File: config.mk
export PLATFORM = sky130hd
export DESIGN_NAME = tree_loader_flat
export DESIGN_NICKNAME = d
export VERILOG_FILES = /design/src/rtl/treeval_pkg.sv /design/src/rtl/tree_loader_if.sv /design/src/rtl/tree_node_unpack.sv /design/src/rtl/tree_loader.sv /design/src/flat_wrapper.sv
export SDC_FILE = /design/constraint.sdc
export NUM_CORES = 1
export LEC_CHECK = 0
export CORE_MARGIN = 1.5
export CORE_UTILIZATION = 49
export DETAILED_ROUTE_END_ITERATION = 16
export PLACE_DENSITY_LB_ADDON = 0.3
export SLEW_MARGIN = 10
export SYNTH_ARGS = -nofsm -noshare
export SYNTH_HDL_FRONTEND = slang
export SYNTH_HIERARCHICAL = 1
export SYNTH_SLANG_ARGS = --single-unit
File: constraint.sdc
create_clock -name clk -period 2.85 [get_ports clk]
set_input_delay 0.855 -clock clk [delete_from_list [all_inputs] [get_ports clk]]
set_output_delay 0.855 -clock clk [all_outputs]
set_load 0.03 [all_outputs]
File: src/rtl/treeval_pkg.sv
// Shared tree evaluator constants: widths, node word field slices and
// loader state encoding. Imported by the loader, its unpacker and interface.
package treeval_pkg;

    localparam int W_ADDR        = 10;
    localparam int W_ACTION      = 3;
    localparam int W_REWARD      = 12;
    localparam int W_WEIGHT      = 7;
    localparam int NODE_SIZE     = 32;
    localparam int MAX_NUM_NODES = 1024;

    localparam int PARENT_HI = 31;
    localparam int PARENT_LO = 22;
    localparam int ACTION_HI = 21;
    localparam int ACTION_LO = 19;
    localparam int REWARD_HI = 18;
    localparam int REWARD_LO = 7;
    localparam int WEIGHT_HI = 6;
    localparam int WEIGHT_LO = 0;

    localparam int MAX_WEIGHT = 100;

    typedef enum logic [2:0] {
        S_IDLE,
        S_CONF,
        S_FETCH,
        S_PAR,
        S_ACT,
        S_REW,
        S_WGT,
        S_DONE
    } loader_state_e;

endpackage

File: src/rtl/tree_loader_if.sv
// Node word stream into the loader: valid/ready handshake with 32-bit data.
// master: host/DMA side (drives valid, data); slave: loader (drives ready).
interface tree_loader_if;
    import treeval_pkg::*;

    logic                 in_valid;
    logic [NODE_SIZE-1:0] in_data;
    logic                 in_ready;

    modport master (
        output in_valid,
        output in_data,
        input  in_ready
    );

    modport slave (
        input  in_valid,
        input  in_data,
        output in_ready
    );

endinterface

File: src/rtl/tree_node_unpack.sv
// Combinational split of a packed node word into parent/action/reward/weight
// plus validity flags. Ports: word, addr in; fields, weight_bad, parent_bad out.
module tree_node_unpack
    import treeval_pkg::*;
(
    input  logic [NODE_SIZE-1:0] word,
    input  logic [W_ADDR-1:0]    addr,
    output logic [W_ADDR-1:0]    parent,
    output logic [W_ACTION-1:0]  action,
    output logic [W_REWARD-1:0]  reward,
    output logic [W_WEIGHT-1:0]  weight,
    output logic                 weight_bad,
    output logic                 parent_bad
);

    assign parent = word[PARENT_HI:PARENT_LO];
    assign action = word[ACTION_HI:ACTION_LO];
    assign reward = word[REWARD_HI:REWARD_LO];
    assign weight = word[WEIGHT_HI:WEIGHT_LO];

    assign weight_bad = weight > W_WEIGHT'(MAX_WEIGHT);

    // The root has no predecessor; every other parent must come earlier.
    assign parent_bad = (addr != '0) && (parent >= addr);

endmodule

File: src/rtl/tree_loader.sv
// Loads node count and node words into the tree evaluator over mem_*/conf_*.
// Ports: clk, rst, start, node_count, node_in (slave stream), mem_* strobes,
// mem_addr, mem_data, conf_nodes, conf_data, busy, done, err.
// Optional TREE_LOADER_VALIDATE_EN: reject bad weight/parent words.
module tree_loader #(
    parameter int W_ADDR = 10,
    parameter int W_DATA = 12,
    parameter int W_CONF = 10
) (
    input  logic              clk,
    input  logic              rst,
    input  logic              start,
    input  logic [W_CONF-1:0] node_count,
    tree_loader_if.slave      node_in,
    output logic              mem_par,
    output logic              mem_act,
    output logic              mem_rew,
    output logic              mem_weight,
    output logic [W_ADDR-1:0] mem_addr,
    output logic [W_DATA-1:0] mem_data,
    output logic              conf_nodes,
    output logic [W_CONF-1:0] conf_data,
    output logic              busy,
    output logic              done,
    output logic              err
);

    import treeval_pkg::loader_state_e;
    import treeval_pkg::S_IDLE, treeval_pkg::S_CONF, treeval_pkg::S_FETCH;
    import treeval_pkg::S_PAR, treeval_pkg::S_ACT, treeval_pkg::S_REW;
    import treeval_pkg::S_WGT, treeval_pkg::S_DONE;

    localparam int NW = treeval_pkg::NODE_SIZE;

    loader_state_e state_q, state_d;

    logic [W_CONF-1:0] count_q, count_d;
    logic [W_ADDR-1:0] addr_q, addr_d;
    logic [NW-1:0]     word_q, word_d;
    logic [NW-1:0]     word_sel;
    logic              in_ready_q;
    logic              take;
    logic              last_node;
    logic              node_bad;
    logic              err_d;
    logic              strobe_d;
    logic [W_DATA-1:0] field_d;

    logic [treeval_pkg::W_ADDR-1:0]   f_parent;
    logic [treeval_pkg::W_ACTION-1:0] f_action;
    logic [treeval_pkg::W_REWARD-1:0] f_reward;
    logic [treeval_pkg::W_WEIGHT-1:0] f_weight;
    logic                             weight_bad;
    logic                             parent_bad;

    assign node_in.in_ready = in_ready_q;
    assign take = node_in.in_valid & in_ready_q;

    // Outputs are registered from the next state, so the PAR write is
    // prepared while the word is still on the bus.
    assign word_sel = (state_q == S_FETCH) ? node_in.in_data : word_q;

    assign last_node = addr_q == W_ADDR'(count_q - W_CONF'(1));

    tree_node_unpack u_unpack (
        .word       (word_sel),
        .addr       (addr_q),
        .parent     (f_parent),
        .action     (f_action),
        .reward     (f_reward),
        .weight     (f_weight),
        .weight_bad (weight_bad),
        .parent_bad (parent_bad)
    );

`ifdef TREE_LOADER_VALIDATE_EN
    assign node_bad = weight_bad | parent_bad;
`else
    logic unused_flags;
    assign unused_flags = weight_bad | parent_bad;
    assign node_bad = 1'b0;
`endif

    always_comb begin
        state_d = state_q;
        count_d = count_q;
        addr_d  = addr_q;
        word_d  = word_q;
        err_d   = 1'b0;
        unique case (state_q)
            S_IDLE: begin
                if (start) begin
                    if (node_count >= W_CONF'(2)) begin
                        count_d = node_count;
                        addr_d  = '0;
                        state_d = S_CONF;
                    end else begin
                        err_d = 1'b1;
                    end
                end
            end
            S_CONF:  state_d = S_FETCH;
            S_FETCH: begin
                if (take) begin
                    word_d = node_in.in_data;
                    if (node_bad) begin
                        err_d   = 1'b1;
                        state_d = S_IDLE;
                    end else begin
                        state_d = S_PAR;
                    end
                end
            end
            S_PAR: state_d = S_ACT;
            S_ACT: state_d = S_REW;
            S_REW: state_d = S_WGT;
            S_WGT: begin
                if (last_node) begin
                    state_d = S_DONE;
                end else begin
                    addr_d  = addr_q + W_ADDR'(1);
                    state_d = S_FETCH;
                end
            end
            S_DONE:  state_d = S_IDLE;
            default: state_d = S_IDLE;
        endcase
    end

    always_comb begin
        field_d  = '0;
        strobe_d = 1'b0;
        unique case (state_d)
            S_PAR: begin
                field_d  = W_DATA'(f_parent);
                strobe_d = 1'b1;
            end
            S_ACT: begin
                field_d  = W_DATA'(f_action);
                strobe_d = 1'b1;
            end
            S_REW: begin
                field_d  = W_DATA'(f_reward);
                strobe_d = 1'b1;
            end
            S_WGT: begin
                field_d  = W_DATA'(f_weight);
                strobe_d = 1'b1;
            end
            default: begin
                field_d  = '0;
                strobe_d = 1'b0;
            end
        endcase
    end

    always_ff @(posedge clk) begin
        if (rst) begin
            state_q    <= S_IDLE;
            count_q    <= '0;
            addr_q     <= '0;
            word_q     <= '0;
            in_ready_q <= 1'b0;
            mem_par    <= 1'b0;
            mem_act    <= 1'b0;
            mem_rew    <= 1'b0;
            mem_weight <= 1'b0;
            mem_addr   <= '0;
            mem_data   <= '0;
            conf_nodes <= 1'b0;
            conf_data  <= '0;
            busy       <= 1'b0;
            done       <= 1'b0;
            err        <= 1'b0;
        end else begin
            state_q    <= state_d;
            count_q    <= count_d;
            addr_q     <= addr_d;
            word_q     <= word_d;
            in_ready_q <= state_d == S_FETCH;
            mem_par    <= state_d == S_PAR;
            mem_act    <= state_d == S_ACT;
            mem_rew    <= state_d == S_REW;
            mem_weight <= state_d == S_WGT;
            conf_nodes <= state_d == S_CONF;
            busy       <= state_d != S_IDLE;
            done       <= state_d == S_DONE;
            err        <= err_d;
            if (state_d == S_CONF) begin
                conf_data <= count_d;
            end
            if (strobe_d) begin
                mem_addr <= addr_q;
                mem_data <= field_d;
            end
        end
    end

endmodule

File: src/flat_wrapper.sv
// flat-port wrapper written by rule: the top's interface ports become plain ports
module tree_loader_flat import treeval_pkg::loader_state_e; import treeval_pkg::S_IDLE, treeval_pkg::S_CONF, treeval_pkg::S_FETCH; import treeval_pkg::S_PAR, treeval_pkg::S_ACT, treeval_pkg::S_REW; import treeval_pkg::S_WGT, treeval_pkg::S_DONE;
#(
    parameter int W_ADDR = 10,
    parameter int W_DATA = 12,
    parameter int W_CONF = 10
)
  (clk, rst, start, node_count, mem_par, mem_act, mem_rew, mem_weight, mem_addr, mem_data, conf_nodes, conf_data, busy, done, err, node_in_in_valid, node_in_in_data, node_in_in_ready);
  tree_loader_if node_in_i ();
  input  logic clk;
  input  logic rst;
  input  logic start;
  input  logic [W_CONF-1:0] node_count;
  output logic mem_par;
  output logic mem_act;
  output logic mem_rew;
  output logic mem_weight;
  output logic [W_ADDR-1:0] mem_addr;
  output logic [W_DATA-1:0] mem_data;
  output logic conf_nodes;
  output logic [W_CONF-1:0] conf_data;
  output logic busy;
  output logic done;
  output logic err;
  input wire logic [$bits(node_in_i.in_valid)-1:0] node_in_in_valid;
  input wire logic [$bits(node_in_i.in_data)-1:0] node_in_in_data;
  output wire logic [$bits(node_in_i.in_ready)-1:0] node_in_in_ready;
  assign node_in_i.in_valid = node_in_in_valid;
  assign node_in_i.in_data = node_in_in_data;
  assign node_in_in_ready = node_in_i.in_ready;
  tree_loader #(.W_ADDR(W_ADDR), .W_DATA(W_DATA), .W_CONF(W_CONF)) u_core (.clk(clk), .rst(rst), .start(start), .node_count(node_count), .node_in(node_in_i), .mem_par(mem_par), .mem_act(mem_act), .mem_rew(mem_rew), .mem_weight(mem_weight), .mem_addr(mem_addr), .mem_data(mem_data), .conf_nodes(conf_nodes), .conf_data(conf_data), .busy(busy), .done(done), .err(err));
endmodule
==> reports/qor_table.md, run 1 <==
| Quantity | Reported | Unit |
|---|---|---|
| Initial drt markers | 298 | - |
| Final Slew Violations | 0 | - |
| Net Switching | 2.15 | mW |
| Class of the most critical hold timing path | reg -> reg | - |
| Inserted Clock Buffers | 9 | - |
| Worst setup endpoint | u_core/conf_data[6]$_SDFFE_PP0P_ | - |
| Beginning of the critical path | node_count[9] | - |
| Core Region | 0.0102 | sq mm |
| Crit path DAT | 3.05 | ns |
| Number of warnings reported in the yosys synthesis log | 6 | - |
| Standby leakage power | 2.43 | nW |
| Total number of vias | 4427 | - |
| Share of layout cells above drive strength 1 | 21.7 | % |
| Combined area of all synthesized cells | 0.00509 | sq mm |
| Top fanout value on the critical path | 10 | - |
| Register-to-Register Path Depth | 13 | - |
| Worst Setup Slack post-DPL | -0.604 | ns |
| Int Pwr | 3.36 | mW |
| Antenna cells | 0 | - |
| Highest clock frequency the design can meet | 361 | MHz |
| Routability congestion estimate from global placement | 0.818 | - |
| Floorplan row count | 37 | - |
| H-tree depth reported by CTS | 3 | - |
| Area delta synth->final | 26.8 | % |
| Net total in the final layout | 723 | - |
| Crit path launch type | input pin | - |
| I/O pin total | 87 | - |
| Shortest period the worst path allows | 2.77 | ns |
| Post-detailed-route wirelength per cell | 15.4 | um |
| Total Die Area | 0.0110 | sq mm |
| TritonCTS sink count | 96 | - |
| Via count of the first global-routing pass | 4243 | - |
| Final Cycle Share | 97.1 | % |
| Reg clk slew, reported paths | 0.10 | ns |
| Power share of the clock group | 16.8 | % |
| Final worst-path setup slack | 0.0835 | ns |
| Clock latency reported for the late side of the worst-skew pair | 0.36 | ns |
| Data required, critical path | 3.13 | ns |
| HPWL after detailed placement | 8.79 | mm |
| Worst Max-Slew Pin Slew | 0.593 | ns |
| Maximum clock path buffer count | 2 | - |
| First-pass GRT wire length | 19.9 | mm |
| Final sum of negative setup slack | 0 | ns |
| Global-route usage over all layers | 22.2 | % |
| Number of antenna violations at the first check in global routing | 0 | - |
| Grt total ovfl | 0 | - |
| Final hold violation count | 0 | - |
| Pin count of the biggest net entering global routing | 37 | - |
| Worst R2R Setup Slack | 0.09 | ns |
| P per Cell Area | 854 | mW/mm^2 |
| Number of hold buffers added after cts | 0 | - |
| Post-route DRC violation count | 0 | - |
| Mean instance size in the synthesized netlist | 8.47 | sq um |
| Die boundary width | 105 | um |
| Mapped Nets | 653 | - |
| Final count of negative-setup-slack endpoints | 0 | - |
| Launch point of the worst reg-to-reg path | u_core/count_q[0]$_SDFF_PP0_ | - |
| Number of max-capacitance violations reported | 0 | - |
| Part of the total power dissipated in sequential elements | 29.5 | % |
| Average vias per placed instance | 5.45 | - |
| Class of the most critical setup path | in -> reg | - |
| Fraction of power spent switching nets | 39.0 | % |
| Total of buffers placed on input and output ports | 86 | - |
| Die height | 105 | um |
| CTS tree | built | - |
| Clock root buffer master | clkbuf_8 | - |
| Combinational Power Share | 53.6 | % |
| Status | finished clean | - |
| Max transition margin | 60.5 | % |
| Number of nets with antenna violations after detailed routing | 0 | - |
| Peak VDD IR | 0.436 | mV |
| Initial Utilization | 50.0 | % |
| Number of cells produced by synthesis | 601 | - |
| Number of detailed-route iterations in the first pass | 4 | - |
| Critical path capture point type | register | - |
| Endpoint of the worst register-to-register path | u_core/conf_data[6]$_SDFFE_PP0P_ | - |
| Worst clock skew | 0.0106 | ns |
| Total detailed-routing wirelength | 12.5 | mm |
==> worst max-delay path: stages <==
cell and delay [ns]:
dlygate4sd2_1 0.25, nor4_2 0.30, buf_4 0.17, nand3_1 0.09, buf_4 0.15, nand3_1 0.07
o211a_1 0.19, a21oi_4 0.05, buf_6 0.13, nor4b_4 0.12, buf_6 0.14, buf_4 0.14
clkbuf_16 0.16, a211oi_1 0.22
==> cell type report <==
class | count | area (sq um)
Tap cell | 136 | 170
Inverter | 16 | 60.1
Fill cell | 868 | 3730
Sequential cell | 96 | 1920
Clock buffer | 11 | 141
Clock inverter | 5 | 65.1
Multi-Input combinational cell | 415 | 2780
Timing Repair Buffer | 133 | 1310
==> how the worst min path moves through the flow <==
| stage | from | endpoint | slack [ns] | cells past startpoint |
|---|---|---|---|---|
| floorplan | u_core/word_q[0]$_SDFFE_PP0P_ | u_core/word_q[0]$_SDFFE_PP0P_ | 0.43 | 2 |
| global placement | u_core/word_q[29]$_SDFFE_PP0P_ | u_core/word_q[29]$_SDFFE_PP0P_ | 0.44 | 2 |
| detailed placement | u_core/word_q[14]$_SDFFE_PP0P_ | u_core/word_q[14]$_SDFFE_PP0P_ | 0.45 | 2 |
| CTS | u_core/word_q[25]$_SDFFE_PP0P_ | u_core/word_q[25]$_SDFFE_PP0P_ | 0.46 | 2 |
| global route | u_core/word_q[20]$_SDFFE_PP0P_ | u_core/word_q[20]$_SDFFE_PP0P_ | 0.48 | 2 |
| finish | u_core/word_q[21]$_SDFFE_PP0P_ | u_core/word_q[21]$_SDFFE_PP0P_ | 0.46 | 2 |
==> flip-flops by register name, indices dropped and copies added (netlist names) <==
register                 cells
u_core/mem_addr             10
u_core/busy                  1
u_core/conf_data            10
u_core/addr_q               10
u_core/node_in.in_ready      1
u_core/mem_rew               1
u_core/conf_nodes            1
u_core/mem_act               1
u_core/word_q               32
u_core/err                   1
u_core/mem_data             12
u_core/state_q               3
u_core/done                  1
u_core/mem_par               1
u_core/mem_weight            1
u_core/count_q              10
==> per-stage QoR <==
step                      area, sq um  hold slack, ns  instances  total power, mW  utilization, %
after detailed placement         5980           0.448        782             4.07            58.7
final                            6460           0.458        812             5.51            63.4
after global routing             6460           0.477        812             5.80            63.4
after global placement           5980           0.439        782             4.02            58.7
after floorplan                  5090           0.434        601             3.38               -
after CTS                        6260           0.460        803             5.07            61.5
==> routing by layer <==
layer  track usage [%]  up-vias  wire length (um)
met5                 0        -                 0
met4              8.32        0               246
met3              3.62       20               546
met2              36.6      118              6090
met1              29.2     2096              5580
li1                  -     2193                 -
==> placed cells by master, fill, tap and decap left out, types with 3 or more instances in the layout <==
| master | instances |
|---|---|
| o2111ai_1 | 3 |
| buf_6 | 6 |
| or3_1 | 5 |
| buf_12 | 3 |
| nand2_1 | 95 |
| ha_1 | 5 |
| dfxtp_1 | 94 |
| nor3_2 | 3 |
| nor2_1 | 38 |
| clkbuf_8 | 10 |
| mux2_2 | 33 |
| dlymetal6s2s_1 | 5 |
| mux2i_1 | 7 |
| inv_1 | 16 |
| nand3b_1 | 11 |
| and3_1 | 6 |
| nand4_1 | 5 |
| nor3_1 | 14 |
| clkinv_4 | 3 |
| buf_4 | 36 |
| nand2b_1 | 4 |
| a211oi_2 | 7 |
| nand3_1 | 4 |
| o21ai_0 | 21 |
| xor2_1 | 8 |
| a21oi_1 | 62 |
| a31oi_1 | 5 |
| xnor2_1 | 6 |
| nor2b_1 | 5 |
| a211oi_1 | 5 |
| clkdlybuf4s50_1 | 78 |
| or2_2 | 4 |
| a2111oi_2 | 4 |
==> power by group through the flow <==
stage | Clock, mW | Sequential [mW] | Combinational (mW)
6_report | 0.929 | 1.63 | 2.96
5_1_grt | 1.01 | 1.65 | 3.15
4_1_cts | 0.946 | 1.63 | 2.50
3_5_place_dp | 0 | 1.65 | 2.42
3_3_place_gp | 0 | 1.65 | 2.36
2_1_floorplan | 0 | 1.84 | 1.54
==> repair_timing <==
| item | in CTS | in global routing |
|---|---|---|
| buffers inserted | 5 | 7 |
| cloned | 0 | 2 |
| pin swaps | 3 | 9 |
| resized for setup | 10 | 23 |
| endpoints found under the setup margin | 19 | 38 |
No activity file was read; power rests on OpenSTA's default activity.
==> inputs of run 2 (changes only) <==
--- a/config.mk
+++ b/config.mk
@@ -6,10 +6,11 @@
 export NUM_CORES = 1
 export LEC_CHECK = 0
 export CORE_MARGIN = 1.5
-export CORE_UTILIZATION = 49
+export CORE_UTILIZATION = 50
+export CTS_BUF_LIST = sky130_fd_sc_hd__clkbuf_4 sky130_fd_sc_hd__clkbuf_8
 export DETAILED_ROUTE_END_ITERATION = 16
 export PLACE_DENSITY_LB_ADDON = 0.3
-export SLEW_MARGIN = 10
+export SLEW_MARGIN = 20
 export SYNTH_ARGS = -nofsm -noshare
 export SYNTH_HDL_FRONTEND = slang
 export SYNTH_HIERARCHICAL = 1
==> reports/qor_table.md, run 2 (same netlist as run 1, synthesis figures left out) <==
| Quantity | Reported | Unit |
|---|---|---|
| Total detailed-routing wirelength | 12.8 | mm |
| Placed instance area | 0.00599 | sq mm |
| Status | finished clean | - |
| Post-route cell area | 0.00640 | sq mm |
| Top fanout value on the critical path | 6 | - |
| Kind of cell adding the most delay to the critical path | simple AND/OR/NAND/NOR gates | - |
| Net total in the final layout | 726 | - |
| Post-detailed-route wirelength per cell | 15.8 | um |
| PnR Total Power | 5.13 | mW |
| Layout fillers | 839 | - |
| H-tree depth reported by CTS | 3 | - |
| Class of the most critical hold timing path | reg -> reg | - |
| TritonCTS sink count | 96 | - |
| Highest clock frequency the design can meet | 361 | MHz |
| Final Cycle Share | 97.3 | % |
| Die height | 104 | um |
| Global-route usage over all layers | 23.1 | % |
| Final worst-path setup slack | 0.0778 | ns |
| Share of layout cells above drive strength 1 | 21.6 | % |
| Critical path, cell by cell | dlygate4sd2_1, nor4_2, buf_4, nand3_4, and2_4, o21ai_4, nand2b_4, nor3b_4, buf_12, buf_4, o21ai_0, a21oi_1 | - |
| Maximum clock path buffer count | 2 | - |
| Most common cell after layout, fill and taps aside | nand2_1 | - |
| Share of the core filled with cells | 65.2 | % |
| Initial drt markers | 208 | - |
| Number of detailed-route iterations in the first pass | 6 | - |
| Worst clock skew | 0.00796 | ns |
| Area delta synth->final | 25.8 | % |
| Most frequent cell on the critical path | buf_4 | - |
| First-pass GRT wire length | 20.5 | mm |
| Power share of the clock group | 15.7 | % |
| Final Slew Violations | 0 | - |
| Most frequent cells in the layout | nand2_1 (95), dfxtp_1 (93), clkdlybuf4s50_1 (79) | - |
| Delay of the slowest cell on the worst path | 0.39 | ns |
| Net Switching | 2.08 | mW |
| Worst Max-Slew Pin Slew | 0.504 | ns |
| Total number of vias | 4557 | - |
| Max FFs per register | 32 | - |
| Final cell count without fillers | 812 | - |
| Critical path capture point type | register | - |
| Number of max-capacitance violations reported | 0 | - |
| P per Cell Area | 802 | mW/mm^2 |
| Number of cells in the design after placement | 782 | - |
| Library cell contributing the largest single delay on the critical path | nor3b_4 | - |
| CTS tree | built | - |
| Number of nets with antenna violations after detailed routing | 0 | - |
| Fraction of power spent switching nets | 40.6 | % |
| Part of the total power dissipated in sequential elements | 31.7 | % |
| Buffers plus inverters on the worst setup path | 4 | - |
| Die boundary width | 104 | um |
| Register ranked first by flip-flop count | u_core/word_q | - |
| Reg clk slew, reported paths | 0.09 | ns |
| Average vias per placed instance | 5.61 | - |
| Routability congestion estimate from global placement | 0.845 | - |
| Max transition margin | 66.4 | % |
| Crit path launch type | input pin | - |
| Worst Setup Slack post-DPL | -0.646 | ns |
| Class of the most critical setup path | in -> reg | - |
| Worst R2R Setup Slack | 0.12 | ns |
| Via count of the first global-routing pass | 4365 | - |
| Floorplan row count | 36 | - |
| Shortest period the worst path allows | 2.77 | ns |
| Post-route DRC violation count | 0 | - |
| Combinational Power Share | 52.6 | % |
| Number of antenna violations at the first check in global routing | 0 | - |
| Final count of negative-setup-slack endpoints | 0 | - |
| Peak VDD IR | 0.432 | mV |
| Clock root buffer master | clkbuf_8 | - |
| HPWL after detailed placement | 8.84 | mm |
| Grt total ovfl | 0 | - |
| Initial Utilization | 51.8 | % |
| Crit path DAT | 3.07 | ns |
| Final hold violation count | 0 | - |
| Antenna cells | 0 | - |
| Inserted Clock Buffers | 9 | - |
| I/O pin total | 87 | - |
| Total Die Area | 0.0108 | sq mm |
| Core Region | 0.00982 | sq mm |
| Int Pwr | 3.05 | mW |
| Total of buffers placed on input and output ports | 86 | - |
| Standby leakage power | 2.39 | nW |
| Clock latency reported for the late side of the worst-skew pair | 0.36 | ns |
| Leading registers by flop count | u_core/word_q x32, u_core/mem_data x12 | - |
| Pin count of the biggest net entering global routing | 48 | - |
| Final sum of negative setup slack | 0 | ns |
| Final hold slack | 0.457 | ns |
| Data required, critical path | 3.15 | ns |
[run 2: changes by cell type in the layout (fill, tap and decap cells not counted), sizes merged]
cell / previous run / this run
buf: 46 / 50
clkinv: 3 / 4
clkinvlp: 0 / 2
bufinv: 1 / 0
a21oi: 66 / 67
clkbuf: 13 / 9
dlymetal6s2s: 5 / 4
clkdlybuf4s50: 78 / 79
[run 2: path summary, 6_finish.rpt]
kind,start,endpoint,cells past startpoint
min,u_core/word_q[21]$_SDFFE_PP0P_,u_core/word_q[21]$_SDFFE_PP0P_,2
max reg2reg,u_core/count_q[0]$_SDFF_PP0_,u_core/mem_addr[9]$_SDFFE_PP0P_,12
min reg2reg,u_core/word_q[21]$_SDFFE_PP0P_,u_core/word_q[21]$_SDFFE_PP0P_,2
max,node_count[9],u_core/mem_addr[9]$_SDFFE_PP0P_,12
[run 2: area by class of cell]
type | count | area, sq um | share of cell area, %
clock buffers | 9 | 124 | 1.93
clock inverters | 7 | 47.5 | 0.743
inverters | 16 | 60.1 | 0.938
multi-input cells | 416 | 2780 | 43.3
flip-flops and latches | 96 | 1930 | 30.1
well taps | 133 | 166 | 2.60
repair buffers | 135 | 1300 | 20.3
[run 2: worst reg2reg max path: stages, from the launching register on]
cell	delay (ns)
dfxtp_2	0.34
inv_1	0.05
ha_2	0.20
nor2b_1	0.13
or3_1	0.34
a31o_1	0.22
nor3_4	0.32
a21oi_4	0.14
nor3b_4	0.39
buf_12	0.18
buf_4	0.13
o21ai_0	0.10
a21oi_1	0.14
[run 2: repair_timing]
action	CTS	global route
hold buffers	0	0
cloned	1	1
pin swaps	6	12
buffers inserted	5	7
endpoints found under the setup margin	38	34
gates resized for setup	13	16
[run 2: power groups by stage]
stage,Combinational [mW],Sequential (mW),Clock [mW]
floorplan,1.54,1.84,0
global placement,2.38,1.65,0
detailed placement,2.44,1.65,0
CTS,2.57,1.62,0.826
global route,2.87,1.64,0.880
finish,2.70,1.63,0.808
[run 2: metal layers]
metal | vias to the layer above | track usage [%] | share of wire, %
li1 | 2206 | - | -
met1 | 2138 | 29.2 | 43
met2 | 178 | 39.0 | 48
met3 | 35 | 4.26 | 5.9
met4 | 0 | 8.53 | 2.4
met5 | - | 0 | 0
==> inputs of run 3 (changes only) <==
--- a/config.mk
+++ b/config.mk
@@ -10,7 +10,7 @@
 export CTS_BUF_LIST = sky130_fd_sc_hd__clkbuf_4 sky130_fd_sc_hd__clkbuf_8
 export DETAILED_ROUTE_END_ITERATION = 16
 export PLACE_DENSITY_LB_ADDON = 0.3
-export SLEW_MARGIN = 20
+export SLEW_MARGIN = 0
 export SYNTH_ARGS = -nofsm -noshare
 export SYNTH_HDL_FRONTEND = slang
 export SYNTH_HIERARCHICAL = 1
==> results of run 3 <==
No change in the layout: final DEF, timing and power equal those of run 2.
